[config.mk]
export PLATFORM = sky130hd
export DESIGN_NAME = fsk_tone_generator
export DESIGN_NICKNAME = d
export VERILOG_FILES = /design/src/rtl/fsk_tone_generator.sv
export SDC_FILE = /design/constraint.sdc
export NUM_CORES = 1
export LEC_CHECK = 0
export CAP_MARGIN = 10
export CORE_MARGIN = 1
export CORE_UTILIZATION = 30
export CTS_CLUSTER_DIAMETER = 50
export DETAILED_ROUTE_END_ITERATION = 16
export MAX_ROUTING_LAYER = met4
export SYNTH_ARGS = -nofsm -noshare
export SYNTH_HDL_FRONTEND = slang
export SYNTH_SLANG_ARGS = --single-unit
[constraint.sdc]
create_clock -name clock -period 4.6 [get_ports clock]
set_input_delay 1.15 -clock clock [delete_from_list [all_inputs] [get_ports clock]]
set_output_delay 1.15 -clock clock [all_outputs]
set_load 0.01 [all_outputs]
[src/rtl/fsk_tone_generator.sv]
// -----------------------------------------------------------------------------
// fsk_tone_generator
//
// Binary-FSK square-wave transmitter. Each data bit accepted over a
// valid/ready handshake is sent as one symbol lasting SYMBOL_TICKS enabled
// clock cycles. Bit 0 is sent as a FREQUENCY0 tone and bit 1 as a FREQUENCY1
// tone. Symbols that follow each other without a gap are phase-continuous.
//
// Handshake: a bit is transferred on a rising clock edge where data_valid and
// data_ready are both 1. data_ready is a function of enable, clear and the
// internal state only; it never looks at data_valid. A producer may hold
// data_valid high for as long as it likes, and the bit is taken on the first
// edge where data_ready is also high.
//
// Ports:
//   clock        in   system clock, rising edge
//   clear        in   asynchronous active-high reset
//   enable       in   run/pause; 0 freezes every register
//   data_valid   in   a data bit is offered
//   data_bit     in   the bit offered
//   data_ready   out  a bit is accepted this cycle if data_valid is 1
//   sample_data  out  FSK square wave (0 while idle)
//   busy         out  a symbol is being transmitted (state == TONE)
//   symbols_sent out  count of completed symbols, wraps at 2^32
// -----------------------------------------------------------------------------
module fsk_tone_generator #(
    parameter int FREQUENCY0      = 9000,
    parameter int FREQUENCY1      = 11000,
    parameter int CLOCK_FREQUENCY = 50000000,
    parameter int SYMBOL_TICKS    = 50000
) (
    input  logic        clock,
    input  logic        clear,
    input  logic        enable,
    input  logic        data_valid,
    input  logic        data_bit,
    output logic        data_ready,
    output logic        sample_data,
    output logic        busy,
    output logic [31:0] symbols_sent
);

    // Half-period lengths in clock cycles for each tone.
    localparam int HALF0    = CLOCK_FREQUENCY / (2 * FREQUENCY0);
    localparam int HALF1    = CLOCK_FREQUENCY / (2 * FREQUENCY1);
    localparam int HALF_MAX = (HALF0 > HALF1) ? HALF0 : HALF1;
    localparam int HALF_W   = (HALF_MAX > 1) ? $clog2(HALF_MAX) : 1;
    localparam int SYM_W    = (SYMBOL_TICKS > 1) ? $clog2(SYMBOL_TICKS) : 1;

    localparam logic [SYM_W-1:0]  SYM_LAST   = SYM_W'(SYMBOL_TICKS - 1);
    localparam logic [HALF_W-1:0] HALF0_LAST = HALF_W'(HALF0 - 1);
    localparam logic [HALF_W-1:0] HALF1_LAST = HALF_W'(HALF1 - 1);

    typedef enum logic {
        IDLE = 1'b0,
        TONE = 1'b1
    } state_t;

    state_t              state_q, state_d;
    logic [SYM_W-1:0]    sym_cnt_q, sym_cnt_d;
    logic [HALF_W-1:0]   half_cnt_q, half_cnt_d;
    logic                cur_bit_q, cur_bit_d;
    logic                level_q, level_d;
    logic [31:0]         sent_q, sent_d;

    logic                sym_last;
    logic                half_last;
    logic                ready;
    logic                accept;

    // -------------------------------------------------------------------------
    // State register
    // -------------------------------------------------------------------------
    always_ff @(posedge clock or posedge clear) begin
        if (clear) begin
            state_q    <= IDLE;
            sym_cnt_q  <= '0;
            half_cnt_q <= '0;
            cur_bit_q  <= 1'b0;
            level_q    <= 1'b0;
            sent_q     <= '0;
        end else begin
            state_q    <= state_d;
            sym_cnt_q  <= sym_cnt_d;
            half_cnt_q <= half_cnt_d;
            cur_bit_q  <= cur_bit_d;
            level_q    <= level_d;
            sent_q     <= sent_d;
        end
    end

    // -------------------------------------------------------------------------
    // Next-state and handshake logic
    // -------------------------------------------------------------------------
    always_comb begin
        state_d    = state_q;
        sym_cnt_d  = sym_cnt_q;
        half_cnt_d = half_cnt_q;
        cur_bit_d  = cur_bit_q;
        level_d    = level_q;
        sent_d     = sent_q;

        sym_last  = (state_q == TONE) && (sym_cnt_q == SYM_LAST);
        half_last = (half_cnt_q == (cur_bit_q ? HALF1_LAST : HALF0_LAST));

        // clear is folded in so data_ready reads 0 for the whole time clear
        // is asserted, not only after the next edge.
        ready  = enable && !clear && ((state_q == IDLE) || sym_last);
        accept = ready && data_valid;

        if (enable) begin
            unique case (state_q)
                IDLE: begin
                    if (accept) begin
                        state_d    = TONE;
                        cur_bit_d  = data_bit;
                        sym_cnt_d  = '0;
                        half_cnt_d = '0;
                        level_d    = 1'b1;
                    end
                end

                TONE: begin
                    if (sym_last) begin
                        sent_d     = sent_q + 32'd1;
                        sym_cnt_d  = '0;
                        half_cnt_d = '0;
                        if (accept) begin
                            // Chaining: apply the half-period toggle that is
                            // due on this last cycle (if any) so the wave
                            // continues without a phase jump.
                            cur_bit_d = data_bit;
                            level_d   = half_last ? ~level_q : level_q;
                        end else begin
                            state_d = IDLE;
                            level_d = 1'b0;
                        end
                    end else begin
                        sym_cnt_d = sym_cnt_q + SYM_W'(1);
                        if (half_last) begin
                            half_cnt_d = '0;
                            level_d    = ~level_q;
                        end else begin
                            half_cnt_d = half_cnt_q + HALF_W'(1);
                        end
                    end
                end

                default: begin
                    state_d = IDLE;
                end
            endcase
        end
    end

    // -------------------------------------------------------------------------
    // Outputs
    // -------------------------------------------------------------------------
    assign data_ready   = ready;
    assign sample_data  = level_q;
    assign busy         = (state_q == TONE);
    assign symbols_sent = sent_q;

endmodule

==> impl_metrics.tcl, run 1 <==
set metrics [dict create \
    cts_tree "yes" \
    gp_congestion 0.7839 \
    tns_ns 0 \
    path_common_cell "clkdlybuf4s50_1" \
    r2r_cells 7 \
    cpPeakStageDelay_ns 0.64 \
    crit_path_end_kind "output pin" \
    initial_core_util 0.3136 \
    drive_above_1_share 0.09160 \
    ant_nets 0 \
    synth-main-ff-cell "dfrtp_1" \
    grt_pass1_wl_um 12970 \
    gr-total-overflow 0 \
    yosys_register_bits 63 \
    grt_max_degree 49 \
    maxCapViolCount 0 \
    hold_viol 0 \
    arrival_ns 2.65 \
    post_cts_resized 0 \
    setup_viol 0 \
    area_delta_synth_final_pct 22.81 \
    whs_path_depth 1 \
    seq_area_frac_synth 0.4805 \
    hold_buffers 0 \
    rsz0062_at_grt "false" \
    portBuffers 39 \
    dieWidth_um 106.6 \
    core_um2 10460 \
    die_area_um2 11360 \
    num_io_pins 40 \
    relSlewSlack 0.3311 \
    start_kind "input port" \
    power_density_nw_per_um2 349.5 \
    avgRoutedWirePerCell_um 14.31 \
    dr_total_vias 2779 \
    cts-buffers-inserted 9 \
    cts_root_buf "clkbuf_8" \
    diodes 0 \
    htree_levels 3 \
    syn-cell-area_um2 3281 \
    skew_ns 0.01372 \
    nets 396 \
    clock_sinks 63 \
    report.final.slew_viol_count 0 \
    dr.pass1.iters 4 \
    place_hpwl_um 5281 \
    die_y_um 106.6 \
    yosysWarnings 0 \
    drc_errors 0 \
    drt_iter0_markers 159 \
    cp_slowest_cell "clkdlybuf4s50_1" \
    post_cts_buffers 0 \
    cp_cell_sequence "clkdlybuf4s50_1 > inv_1 > nor3_1 > clkdlybuf4s50_1" \
    synth_enable_flop_cells 0 \
    antenna_found_initial 0 \
    tightest_slew_ns 1.002 \
    clk_latency_ns 0.35 \
    critPathKind "input port to output pin" \
    status "finished clean" \
    synthCells 344 \
    synth_cell_types 55 \
    p_leak_nw 1.731 \
    cp.required_ns 3.45 \
    ir_drop_mv 0.1123 \
    power_w 0.001408 \
    async_reset_ff_frac 1.000 \
    hp-class "register to register" \
    period_share 0.8254 \
    grt_use_total 0.1478 \
    rows 37 \
    clk_pin_slew_ns 0.07 \
    cp_max_fo 9 \
    drt_wl_total_um 7568 \
    clockBufferDepth 2 \
    vias_per_cell 5.253 \
    syn_area_per_cell_um2 9.537 \
    max_freq_mhz 263.4 \
    synth_nets 352 \
    grt_pass1_vias 2636 \
    period_needed_ns 3.797 \
]
## critical path: cells and delay by family
family	cells	cell delay, ns
buf+inv	3	1.32
simple gates	1	0.18
## routing by layer
metal | vias up | share of wire | track usage
li1 | 1338 | - | -
met1 | 1372 | 0.47 | 0.1843
met2 | 57 | 0.47 | 0.2369
met3 | 12 | 0.037 | 0.02553
met4 | 0 | 0.017 | 0.06262
met5 | - | 0 | -
## path summary, 6_finish.rpt
| kind | startpoint | endpoint | slack, ns |
|---|---|---|---|
| max | enable | data_ready | 0.80 |
| min | symbols_sent[31] | symbols_sent[31] | 0.48 |
| max reg2reg | sym_cnt_q[0] | half_cnt_q[5] | 1.97 |
| min reg2reg | symbols_sent[31] | symbols_sent[31] | 0.48 |
| max in group asynchronous | clear | symbols_sent[20] | 2.38 |
| min in group asynchronous | clear | cur_bit_q | 1.41 |
## state kept, by name, summed over array words and instances (netlist names)
register	flops
sym_cnt_q	16
cur_bit_q	1
symbols_sent	32
busy	1
half_cnt_q	12
sample_data	1
## synth_stat cells (2+ instances only)
cell	instances	area [um^2]
and3_1	9	56.30
nor3_1	7	35.03
nor4_1	6	37.54
nand4_1	18	112.6
nand2_1	44	165.2
xnor2_1	17	148.9
and4_1	4	35.03
xor2_1	15	131.4
or2_2	3	18.77
o21ai_1	3	15.01
a31oi_1	9	56.30
dfrtp_1	63	1577
inv_1	11	41.29
and2_1	2	12.51
nand3_1	28	140.1
ha_1	3	37.54
o311ai_0	6	52.55
nor2b_1	5	31.28
a21oi_1	6	30.03
o31ai_1	2	15.01
or4_1	2	15.01
nor4b_1	2	17.52
nor2_1	22	82.58
clkbuf_1	7	26.28
o21ai_0	20	100.1
## final cells by class
cell class | count | area (um^2)
Tap cell | 136 | 170.2
Sequential cell | 63 | 1577
Clock inverter | 5 | 56.30
Multi-Input combinational cell | 260 | 1613
Clock buffer | 11 | 151.4
Timing Repair Buffer | 43 | 420.4
Inverter | 11 | 41.29
Fill cell | 1079 | 6434
## placed cells by master (no fill, tap or decap), types with 3 or more instances in the layout
master,count
and3_1,9
o21ai_0,19
nor2b_1,5
clkbuf_8,11
nor4_1,6
o21ai_1,4
or2_2,3
inv_1,10
dfrtp_1,63
and4_1,4
a21oi_1,6
nor2_1,22
buf_4,4
clkdlybuf4s50_1,39
nand4_1,18
ha_1,3
nand3_1,28
nand2_1,44
a31oi_1,9
xnor2_1,17
xor2_1,15
nor3_1,7
o311ai_0,6
## where the power goes
group | internal (W) | switching, W
clock network | 0.000279 | 0.000223
registers | 0.000618 | 0.0000950
logic | 0.0000853 | 0.000107
## cell families after synthesis
| family | share of synthesized area |
|---|---|
| AOI/OAI and AO/OA | 0.1064 |
| xor gates and xnor gates | 0.09039 |
| adders and majority gates | 0.01144 |
| buffers and inverters | 0.02784 |
| DFF | 0.4805 |
| muxes | 0.006483 |
| and+or+nand+nor | 0.2769 |
## metrics by stage
stage,hold WS [ns],util,instances,setup WS [ns],instance area [um^2]
after floorplan,0.4507,-,344,1.856,3281
after global placement,0.4573,0.3652,513,0.7881,3821
after detailed placement,0.4589,0.3652,513,0.7824,3821
after CTS,0.4867,0.3851,529,0.7831,4029
after global routing,0.4982,0.3851,529,0.6633,4029
final,0.4762,0.3851,529,0.8033,4029
Power figures use the tool's default switching activity.
==> inputs of run 2 (changes only) <==
- clock period: 4.6 -> 3.9 ns (I/O delays scaled with it)
==> run 2 against run 1 <==
Effect of this change: register-to-register slack lost 0.43 ns; total power increased by 13%; critical path depth rose by 2; global-route usage fell by 0.20 points; setup slack lost 0.21 ns; cell count rose by 0.76%; via count decreased by 0.79%; wire length shrank 2.0%.
==> impl_metrics.tcl, run 2 (synthesis results as in run 1) <==
set metrics [dict create \
    status "finished clean" \
    rrSetupSlack_ns 1.54 \
    cpPeakStageDelay_ns 0.56 \
    drive_above_1_share 0.09572 \
    rsz0062_at_grt "false" \
    crit_path_end_kind "output pin" \
    die_y_um 106.6 \
    die_area_um2 11360 \
    period_needed_ns 3.308 \
    p_leak_nw 1.734 \
    drc_errors 0 \
    drt_wl_total_um 7415 \
    hp-class "register to register" \
    setup_viol 0 \
    clockBufferDepth 2 \
    core_um2 10460 \
    worstReg2RegStart "sym_cnt_q[0]" \
    ant_nets 0 \
    rows 37 \
    gr-total-overflow 0 \
    post_cts_buffers 0 \
    grt_max_degree 27 \
    max_freq_mhz 302.3 \
    r2r-end "symbols_sent[17]" \
    skew_ns 0.009705 \
    tns_ns 0 \
    hold_end "symbols_sent[31]" \
    final_common_cell "dfrtp_1" \
    num_io_pins 40 \
    portBuffers 39 \
    vias_per_cell 5.173 \
    grt_use_total 0.1458 \
    tightest_slew_ns 0.8342 \
    dieWidth_um 106.6 \
    clk_pin_slew_ns 0.06 \
    relSlewSlack 0.4401 \
    hold_start "symbols_sent[31]" \
    power_density_nw_per_um2 393.7 \
    nets 400 \
    initial_core_util 0.3136 \
    cts_tree "yes" \
    layout.cells.most_common_list "dfrtp_1 (63), nand2_1 (44), clkdlybuf4s50_1 (39), nand3_1 (28), nor2_1 (22)" \
    cp_cell_sequence "ha_1 > and3_1 > nand4_1 > and2_0 > nor3_1 > clkdlybuf4s50_1" \
    ir_drop_mv 0.1709 \
    cts_root_buf "clkbuf_8" \
    cp.required_ns 2.92 \
    drt_iter0_markers 108 \
    r2r_cells 7 \
    clock_sinks 63 \
    antenna_found_initial 0 \
    dr_total_vias 2757 \
    post_cts_resized 0 \
    critPathKind "register to output pin" \
    start_kind "register" \
    dpl-instance-area_um2 3851 \
    hold_buffers 0 \
    gp_congestion 0.8065 \
    htree_levels 3 \
    whs_path_depth 1 \
    diodes 0 \
    clk_latency_ns 0.35 \
    avgRoutedWirePerCell_um 13.91 \
    largest_register_ffs 32 \
    hold_viol 0 \
    arrival_ns 2.33 \
    period_share 0.8483 \
    report.final.slew_viol_count 0 \
    grt_pass1_vias 2641 \
    cts-buffers-inserted 9 \
    cp_max_fo 5 \
    place_hpwl_um 5297 \
    area_delta_synth_final_pct 22.77 \
    grt_pass1_wl_um 12770 \
    design_area_um2 4028 \
    dr.pass1.iters 4 \
    cp_slowest_cell "clkdlybuf4s50_1" \
    maxCapViolCount 0 \
]
==> run 2: changes by cell type in the layout (fill, tap and decap cells not counted) <==
cell	delta
clkinv_4	-1
clkbuf_1	+2
bufinv_16	-1
buf_4	+4
==> run 2: through the flow <==
stage | power, W | utilization | worst slack, ns | instances | hold WS, ns
final | 0.001585 | 0.3850 | 0.5917 | 533 | 0.4640
after detailed placement | 0.001079 | 0.3681 | 0.6445 | 517 | 0.4586
after CTS | 0.001599 | 0.3850 | 0.5806 | 533 | 0.4708
after global routing | 0.001682 | 0.3850 | 0.4007 | 533 | 0.4908
after floorplan | 0.001006 | - | 1.339 | 344 | 0.4507
after global placement | 0.001072 | 0.3681 | 0.6624 | 517 | 0.4583
==> run 2: report_power, final <==
group	internal (W)	switching, W	leakage [nW]
logic	0.000103	0.000126	0.844
registers	0.000729	0.000111	0.801
clock network	0.000264	0.000253	0.0894
==> run 2: final cells by class <==
| cell class | count | area (um^2) |
|---|---|---|
| clock buffers | 13 | 158.9 |
| flip-flops and latches | 63 | 1577 |
| inverters | 11 | 41.29 |
| multi-input cells | 260 | 1613 |
| repair buffers | 47 | 450.4 |
| clock inverters | 3 | 17.52 |
| fillers | 1059 | 6435 |
| well taps | 136 | 170.2 |
==> run 2: metal layers <==
layer  vias up  GRT usage  wire [um]
met5         -          -          0
met4         0    0.06360        104
met3        10    0.03283        299
met2        59     0.2295       3489
met1      1339     0.1799       3522
li1       1349          -          -
==> run 2: critical path: cells and delay by family (launching register included) <==
kind                     cells  cell delay [ns]
buffers and inverters        1             0.56
adder cells (fa/ha/maj)      1             0.25
AND/OR/NAND/NOR              4             0.79
flip-flops                   1             0.39
==> run 2: worst max path at each step <==
stage | start | to | slack (ns) | cells past startpoint
6_report | sym_cnt_q[0] | data_ready | 0.59 | 6
5_1_grt | sym_cnt_q[0] | data_ready | 0.40 | 6
4_1_cts | sym_cnt_q[0] | data_ready | 0.58 | 6
3_5_place_dp | enable | data_ready | 0.64 | 4
3_3_place_gp | enable | data_ready | 0.66 | 4
2_1_floorplan | sym_cnt_q[0] | data_ready | 1.34 | 6
